## config.mk

```make
export PLATFORM = sky130hd
export DESIGN_NAME = meas_gate_ctrl
export DESIGN_NICKNAME = d
export VERILOG_FILES = /design/src/rtl/meas_pkg.sv /design/src/rtl/meas_gate_ctrl_pulse_sync.sv /design/src/rtl/meas_gate_ctrl.sv
export SDC_FILE = /design/constraint.sdc
export NUM_CORES = 1
export LEC_CHECK = 0
export ABC_CLOCK_PERIOD_IN_PS = 3900
export BUFFER_PORTS_ARGS = -buffer_cell sky130_fd_sc_hd__buf_4
export CAP_MARGIN = 10
export CELL_PAD_IN_SITES_DETAIL_PLACEMENT = 1
export CELL_PAD_IN_SITES_GLOBAL_PLACEMENT = 1
export CORE_MARGIN = 3
export CORE_UTILIZATION = 52
export DETAILED_ROUTE_END_ITERATION = 8
export PLACE_DENSITY_LB_ADDON = 0.05
export SYNTH_ARGS = -nofsm -noshare
export SYNTH_HDL_FRONTEND = slang
export SYNTH_HIERARCHICAL = 1
export SYNTH_SLANG_ARGS = --single-unit
```

## constraint.sdc

```tcl
create_clock -name clk -period 3.9 [get_ports clk]
set_input_delay 0.195 -clock clk [delete_from_list [all_inputs] [get_ports clk]]
set_output_delay 0.195 -clock clk [all_outputs]
set_load 0.05 [all_outputs]
```

## src/rtl/meas_pkg.sv

```systemverilog
// meas_pkg: shared state encoding and default timing constants for the
// NE555 capacitance-meter measurement sequencer.
package meas_pkg;

  // Sequencer states; explicit encodings keep waveforms stable across builds.
  typedef enum logic [2:0] {
    ST_IDLE    = 3'd0,
    ST_CLR     = 3'd1,
    ST_TRIG    = 3'd2,
    ST_WAIT_HI = 3'd3,
    ST_GATE    = 3'd4,
    ST_LATCH   = 3'd5,
    ST_HOLD    = 3'd6
  } meas_state_t;

  // Defaults assume a 25 MHz system clock.
  localparam int unsigned TRIG_CYCLES_DEF    = 32'd8;
  localparam int unsigned HOLD_CYCLES_DEF    = 32'd12_500_000;
  localparam int unsigned TIMEOUT_CYCLES_DEF = 32'd50_000_000;
  localparam int unsigned TMR_W_DEF          = 32'd32;

endpackage

```

## src/rtl/meas_gate_ctrl_pulse_sync.sv

```systemverilog
// pulse_sync: brings the raw 555 output into the clk domain.
// Optional macro MEAS_GATE_FILTER_EN: after the 2-flop synchroniser a level
// change is only accepted once three consecutive synchronised samples agree,
// which rejects pulses of two clocks or fewer and delays both edges by 2 clocks.
module pulse_sync (
  input  logic clk,
  input  logic clear_n,
  input  logic d,
  output logic q
);

  logic sync1_r;
  logic sync2_r;

  // Two-flop synchroniser for the asynchronous 555 output.
  always_ff @(posedge clk or negedge clear_n) begin
    if (!clear_n) begin
      sync1_r <= 1'b0;
      sync2_r <= 1'b0;
    end else begin
      sync1_r <= d;
      sync2_r <= sync1_r;
    end
  end

`ifdef MEAS_GATE_FILTER_EN
  logic hist1_r;
  logic hist2_r;
  logic held_r;

  // Sample history and last accepted level for the glitch filter.
  always_ff @(posedge clk or negedge clear_n) begin
    if (!clear_n) begin
      hist1_r <= 1'b0;
      hist2_r <= 1'b0;
      held_r  <= 1'b0;
    end else begin
      hist1_r <= sync2_r;
      hist2_r <= hist1_r;
      held_r  <= q;
    end
  end

  // Follow the synchronised level only when the last three samples agree.
  always_comb begin
    if ((sync2_r == hist1_r) && (hist1_r == hist2_r)) begin
      q = sync2_r;
    end else begin
      q = held_r;
    end
  end
`else
  assign q = sync2_r;
`endif

endmodule

```

## src/rtl/meas_gate_ctrl.sv

```systemverilog
// meas_gate_ctrl: fires the 555 monostable, gates the BCD counter chain for
// exactly the synchronised pulse high time, strobes a latch, holds, repeats.
// Optional macro MEAS_GATE_FILTER_EN enables the glitch filter in pulse_sync.
module meas_gate_ctrl
  import meas_pkg::*;
#(
  parameter int unsigned TRIG_CYCLES    = TRIG_CYCLES_DEF,
  parameter int unsigned HOLD_CYCLES    = HOLD_CYCLES_DEF,
  parameter int unsigned TIMEOUT_CYCLES = TIMEOUT_CYCLES_DEF,
  parameter int unsigned TMR_W          = TMR_W_DEF
) (
  input  logic clk,
  input  logic clear_n,
  input  logic run,
  input  logic ne555_q,
  output logic trig_n,
  output logic cnt_clear_n,
  output logic cnt_en,
  output logic latch,
  output logic timeout,
  output logic busy
);

  // Timer values seen in the last cycle of each timed state.
  localparam logic [TMR_W-1:0] TRIG_LAST = TMR_W'(TRIG_CYCLES - 32'd1);
  localparam logic [TMR_W-1:0] HOLD_LAST = TMR_W'(HOLD_CYCLES - 32'd1);
  localparam logic [TMR_W-1:0] TMO_LAST  = TMR_W'(TIMEOUT_CYCLES - 32'd1);
  localparam logic [TMR_W-1:0] TMR_MAX   = {TMR_W{1'b1}};
  localparam logic [TMR_W-1:0] TMR_ONE   = {{(TMR_W-1){1'b0}}, 1'b1};

  meas_state_t      state_r;
  meas_state_t      state_nxt_s;
  logic [TMR_W-1:0] timer_r;
  logic             s_q_s;
  logic             cnt_en_nxt_s;
  logic             timeout_nxt_s;

  pulse_sync u_sync (
    .clk     (clk),
    .clear_n (clear_n),
    .d       (ne555_q),
    .q       (s_q_s)
  );

  // Next-state logic. cnt_en for a cycle is decided from s_q sampled at the
  // preceding edge, so every high sample of s_q yields exactly one enabled
  // cycle; GATE then spends one extra cycle with cnt_en low before LATCH.
  always_comb begin
    state_nxt_s   = state_r;
    cnt_en_nxt_s  = 1'b0;
    timeout_nxt_s = timeout;
    case (state_r)
      ST_IDLE: begin
        if (run) begin
          state_nxt_s = ST_CLR;
        end else begin
          state_nxt_s = ST_IDLE;
        end
      end
      ST_CLR: begin
        state_nxt_s   = ST_TRIG;
        timeout_nxt_s = 1'b0;
      end
      ST_TRIG: begin
        if (timer_r == TRIG_LAST) begin
          if (s_q_s) begin
            state_nxt_s  = ST_GATE;
            cnt_en_nxt_s = 1'b1;
          end else begin
            state_nxt_s = ST_WAIT_HI;
          end
        end else begin
          state_nxt_s = ST_TRIG;
        end
      end
      ST_WAIT_HI: begin
        if (s_q_s) begin
          state_nxt_s  = ST_GATE;
          cnt_en_nxt_s = 1'b1;
        end else if (timer_r == TMO_LAST) begin
          state_nxt_s   = ST_LATCH;
          timeout_nxt_s = 1'b1;
        end else begin
          state_nxt_s = ST_WAIT_HI;
        end
      end
      ST_GATE: begin
        if (!cnt_en) begin
          state_nxt_s = ST_LATCH;
        end else if (timer_r == TMO_LAST) begin
          state_nxt_s   = ST_LATCH;
          timeout_nxt_s = 1'b1;
        end else begin
          state_nxt_s  = ST_GATE;
          cnt_en_nxt_s = s_q_s;
        end
      end
      ST_LATCH: begin
        state_nxt_s = ST_HOLD;
      end
      ST_HOLD: begin
        if (timer_r == HOLD_LAST) begin
          state_nxt_s = run ? ST_CLR : ST_IDLE;
        end else begin
          state_nxt_s = ST_HOLD;
        end
      end
      default: begin
        state_nxt_s = ST_IDLE;
      end
    endcase
  end

  // State register and saturating timer that restarts on every state entry.
  always_ff @(posedge clk or negedge clear_n) begin
    if (!clear_n) begin
      state_r <= ST_IDLE;
      timer_r <= {TMR_W{1'b0}};
    end else begin
      state_r <= state_nxt_s;
      if (state_nxt_s != state_r) begin
        timer_r <= {TMR_W{1'b0}};
      end else if (timer_r != TMR_MAX) begin
        timer_r <= timer_r + TMR_ONE;
      end else begin
        timer_r <= timer_r;
      end
    end
  end

  // Registered outputs, decoded from the state being entered.
  always_ff @(posedge clk or negedge clear_n) begin
    if (!clear_n) begin
      trig_n      <= 1'b1;
      cnt_clear_n <= 1'b1;
      cnt_en      <= 1'b0;
      latch       <= 1'b0;
      timeout     <= 1'b0;
      busy        <= 1'b0;
    end else begin
      trig_n      <= (state_nxt_s != ST_TRIG);
      cnt_clear_n <= (state_nxt_s != ST_CLR);
      cnt_en      <= cnt_en_nxt_s;
      latch       <= (state_nxt_s == ST_LATCH);
      timeout     <= timeout_nxt_s;
      busy        <= (state_nxt_s != ST_IDLE);
    end
  end

endmodule
```

-- Word-level counts from Yosys, hierarchy flattened
Index checks and enable logic that the tools add are counted.
- add/subtract/negate cells: 1
- multipliers: 0
- divide/modulo/power cells: 0
- $lt $le $gt $ge: 0
- eq/ne operators: 16
- shifts and indexed selects: 0
- multiplexer cells: 20
- bitwise operators: 0
- reduce and logical (&&, ||, !) cells: 5
- operators by type and width (cell ; count):
    $mux 32 ; 2
    $add 32x1->32 const B ; 1
    $eq 32x24->1 const B ; 1
    $eq 32x26->1 const B ; 1
    $eq 32x3->1 const B ; 1
    $ne 32x32->1 const B ; 1
    $pmux 3 s7 ; 1
    $mux 3 ; 5
    $eq 3x3->1 const B ; 4
    $mux 1 ; 10
    $eq 3x2->1 const B ; 2
    $pmux 1 s3 ; 2
    $reduce_bool 3->1 ; 2
    $ne 2x2->1 const B ; 2
    $eq 3x1->1 const B ; 1
    $logic_not 3->1 ; 1
    $ne 3x1->1 const B ; 1
    $ne 3x2->1 const B ; 1
    $ne 3x3->1 ; 1
    $reduce_and 3->1 ; 1
    $reduce_bool 2->1 ; 1
- flip-flop bits (word level): 43
- bits in latches: 0
- bits in writable memories: 0
- bits in read-only memories: 0
- input port bits: 4
- output and inout bits: 6
- memories kept: 0

-- Logic depth before layout (Yosys ltp)
- word-level depth: 6
- depth in mapped cells: 9
- gate-level depth less buffers: 7

-- Cells and area by module
Netlist, hierarchy kept.
- modules (own cells, without submodules) (module ; instances ; cells an instance ; area an instance (um^2)):
    meas_gate_ctrl ; 1 ; 262 ; 2446.1
    pulse_sync ; 1 ; 2 ; 50.0

-- Least setup slack after synthesis
Ideal clock, no wire load.
- path kind: register to register
- start point: register timer_r[26]
- end point: register busy
- arrival time: 2.066 ns
- required time: 3.761 ns
- slack: 1.696 ns
- stages on the path, launching flop included: 7
- path buffers: 0
- period minus slack after synthesis: 2.204 ns
- cells stage by stage: dfrtp_1 -> nor4_4 -> nand3_4 -> nor4_4 -> a221oi_1 -> mux2_4 -> or4b_1
- cells in the longest elaborated chain, start to end: 5
- elaborated cells on any way between the ends: 11
- those cells by class: eq/ne (3); mux (7); reduce/logical (1)
- ends and longest elaborated chain (what ; line ; text):
    start: declaration ; meas_gate_ctrl.sv:33 ; logic [TMR_W-1:0] timer_r;
    start signal: assignment ; meas_gate_ctrl.sv:118 ; timer_r <= {TMR_W{1'b0}};
    start signal: assignment ; meas_gate_ctrl.sv:122 ; timer_r <= {TMR_W{1'b0}};
    start signal: assignment ; meas_gate_ctrl.sv:124 ; timer_r <= timer_r + TMR_ONE;
    $eq 32x26->1 ; meas_gate_ctrl.sv:80 ; end else if (timer_r == TMO_LAST) begin
    $mux 3 ; meas_gate_ctrl.sv:80 ;
    $mux 3 ; meas_gate_ctrl.sv:77 ; if (s_q_s) begin
    $pmux 3 s7 * ; meas_gate_ctrl.sv:52 ; case (state_r)
    net state_nxt_s[1] ; meas_gate_ctrl.sv:32 ; meas_state_t state_nxt_s;
    $reduce_bool 3->1 * ; meas_gate_ctrl.sv:146 ; busy <= (state_nxt_s != ST_IDLE);
    end signal: assignment ; meas_gate_ctrl.sv:146 ;
    end: declaration ; meas_gate_ctrl.sv:21 ; output logic busy
Mark *: on every way through the listed nets, which the timed path passes. The rest lies on a longest branch.
A chain may end at the register's enable or synchronous reset.

-- Worst setup path after layout
- start point: register timer_r[0]
- end point: register busy
The elaborated chain is that of the path after synthesis.

==> key figures <==
STA
  – Final setup TNS: 0 ns
  – Period Utilization, post-route: 0.693
  – Worst Tran Pin Value: 0.712 ns
  – Hold Vio Cnt, Final: 0
  – Slew Limit Fails: 0
  – Normalized max-slew margin: 0.525
  – Fin crit period: 2.70 ns
  – RSZ-0062 raised after global routing: false
  – FMAX: around 370 MHz
  – Final setup fails: 0
  – Setup Skew: roughly 0.013 ns

Worst setup path
  – Worst r2r src: timer_r[0]$_DFFE_PN0P_
  – Crit end category: flop
  – Worst reg2reg path depth: 7
  – Crit path DAT: 2.87 ns
  – Crit Path Category: reg -> reg
  – Reg-to-reg slack, setup: 1.20 ns
  – Worst R2R End: busy$_DFF_PN0_
  – WP data required: 4.06 ns
  – Critical path startpoint category: flop
  – Crit Path Max Fanout: 5

Routing
  – DR vias: about 2100
  – 1st-pass router iterations: 4
  – DRT Wirelength: 6460 um
  – Post-route ant nets: 0
  – Drt drc: 0
  – Average wire per standard cell: between 15 and 20 um
  – Vias per cell: 6.50
  – Starting DRT DRC Count: 196

Placed design
  – Routability Congestion: around 0.85
  – Dpl hpwl: 4560 um
  – # port buffers: 9

Clock network
  – Clock Latency Late Sink: 0.30 ns
  – CTS root buffer: clkbuf_8
  – H-tree levels: 2
  – Maximum clock insertion buffer count: 2
  – Num CTS Buffers: 5
  – Postcts setup bufs: 0
  – Clock Pin Slew Worst Setup and Hold Paths: 0.09 ns
  – CTS tree: built
  – Clock sink count: 43
  – Hold_buf cts: 2
  – Resize count post-CTS: 0

GRT
  – Initial antenna violation count: 0
  – GRT Util Overall: 0.259
  – First-pass GRT wire length: 11000 um
  – Global route overflow: 0
  – Pin count of the biggest net entering global routing: 44
  – Vias in the first global route: 2127

Floorplanning
  – Die area: 5670 um2
  – Die Y: roughly 75 um
  – Row count: 24
  – Starting density of the core: 0.554
  – Top-Level Pins: 10
  – Die width: 75.3 um
  – Core ar.: 4500 um2

Power
  – Tot Pwr: 1.27 mW
  – Max VDD drop: 277 uV
  – Power Dens Cells: 472 nW/um2
  – Leakage: 1.04 nW

Synthesis
  – Largest area contributor in the netlist: dfrtp_1
  – Synth Register Bits: 43
  – Area contributors post-synth: dfrtp_1, nor3_1, xnor2_1, nand4_1, nor4_1
  – Post-synth EDFFs: 0
  – Mean Syn Cell Area: 9.46 um2
  – Most frequent cell after synthesis: dfrtp_1
  – Synth unique cells: 48
  – Top post-synthesis cells by count: dfrtp_1, nor3_1, xnor2_1, nand2_1, nand3_1
  – Yosys warnings: 6
  – Top-area cell type share of the netlist area: 0.411
  – Mapped Cells: 264
  – Post-synthesis sequential area ratio: 0.432
  – Ys flop type: dfrtp_1
  – Asr flop ratio synth: 1.00
  – Cell Area, Synth: 2500 um2
  – Synthesized Nets: about 270

Job
  – Max Cap Viol: 0

Worst hold path
  – Hold WC Path Type: in -> reg
  – Hold path start: run
  – WHS Endpoint: cnt_clear_n$_DFF_PN1_
  – Worst Hold Depth: 3

Cells and area
  – Proportion of layout cells with a drive suffix above 1: 0.136
  – Area growth from synthesis to layout: 7.77%
  – N_diodes: 0
  – # nets final: 276

Run status
  – Status: complete, no violations
[routing by layer]
metal | up-vias | track usage | part of all wire
met5 | - | 0 | 0
met4 | 0 | 0.0951 | 0.017
met2 | 44 | 0.395 | 0.48
met1 | 1062 | 0.363 | 0.46
li1 | 991 | - | -
met3 | 10 | 0.0547 | 0.045
[worst max-delay path: stages, from the launching register on]
cell,delay [ns]
dfrtp_1,0.41
ha_1,0.25
and4_1,0.32
nand4_1,0.20
nor3_1,0.52
o31ai_1,0.12
mux2_4,0.29
or4b_1,0.46
[worst max-delay path by stage]
stage | from | endpoint | slack [ns] | cells after the start
floorplan | timer_r[26]$_DFFE_PN0P_ | busy$_DFF_PN0_ | 1.70 | 6
global placement | timer_r[0]$_DFFE_PN0P_ | busy$_DFF_PN0_ | 1.29 | 7
detailed placement | timer_r[0]$_DFFE_PN0P_ | busy$_DFF_PN0_ | 1.30 | 7
CTS | timer_r[0]$_DFFE_PN0P_ | busy$_DFF_PN0_ | 1.26 | 7
global route | timer_r[0]$_DFFE_PN0P_ | busy$_DFF_PN0_ | 0.98 | 7
finish | timer_r[0]$_DFFE_PN0P_ | busy$_DFF_PN0_ | 1.20 | 7
[layout by cell type, fill, tap and decap left out, drive strengths merged, types with 5 or more instances in the layout]
master | Yosys | routed
a21oi | 8 | 8
xor2 | 9 | 9
nand4 | 13 | 13
o21ai | 5 | 5
nor4 | 18 | 18
nand3 | 16 | 16
nand2 | 20 | 20
and4 | 6 | 6
xnor2 | 20 | 20
inv | 6 | 6
clkbuf | 4 | 5
nor2 | 12 | 12
dfrtp | 41 | 41
buf | 10 | 12
and3 | 6 | 6
nor3 | 42 | 42
[report_power, final]
part	internal (mW)	total, mW	leakage, nW	switching [mW]
combinational	0.135	0.424	0.421	0.289
sequential	0.498	0.566	0.577	0.0675
clock	0.125	0.280	0.0402	0.155
total	0.758	1.27	1.04	0.512
[per-stage QoR]
step                instance area [um2]  std cells   util  hold WS [ns]  setup slack, ns
floorplan                          2500        264      -        -0.101             1.70
global placement                   2580        314  0.573         0.213             1.29
detailed placement                 2580        314  0.573         0.214             1.30
CTS                                2690        324  0.597         0.222             1.26
global route                       2690        324  0.597         0.236            0.980
finish                             2690        324  0.597         0.234             1.20
[layout make-up]
type / count / area, um2
clock inverter: 3 / 20.0
sequential: 43 / 1080
timing repair buffer: 14 / 110
fill: 502 / 1810
tap: 52 / 65.1
clock buffer: 5 / 68.8
inverter: 6 / 22.5
multi-input combinational: 201 / 1330
[logic make-up (layout without fill, tap and decap cells)]
| logic type | after synthesis | count (layout) | share of synthesized area |
|---|---|---|---|
| AO/OA/AOI/OAI | 23 | 23 | 0.0627 |
| adder cells (fa/ha/maj) | 1 | 1 | 0.00501 |
| flip-flops | 43 | 43 | 0.432 |
| multiplexers | 2 | 2 | 0.0100 |
| buffers and inverters | 20 | 28 | 0.0386 |
| AND/OR/NAND/NOR | 146 | 146 | 0.350 |
| XOR/XNOR | 29 | 29 | 0.102 |
[state kept, by name (all words and copies together), names as in the netlist]
signal,cells
u_sync/q,1
timer_r,32
trig_n,1
timeout,1
u_sync/sync1_r,1
busy,1
latch,1
state_r,3
cnt_clear_n,1
cnt_en,1
Note: power is estimated with default switching activity, not from simulation.
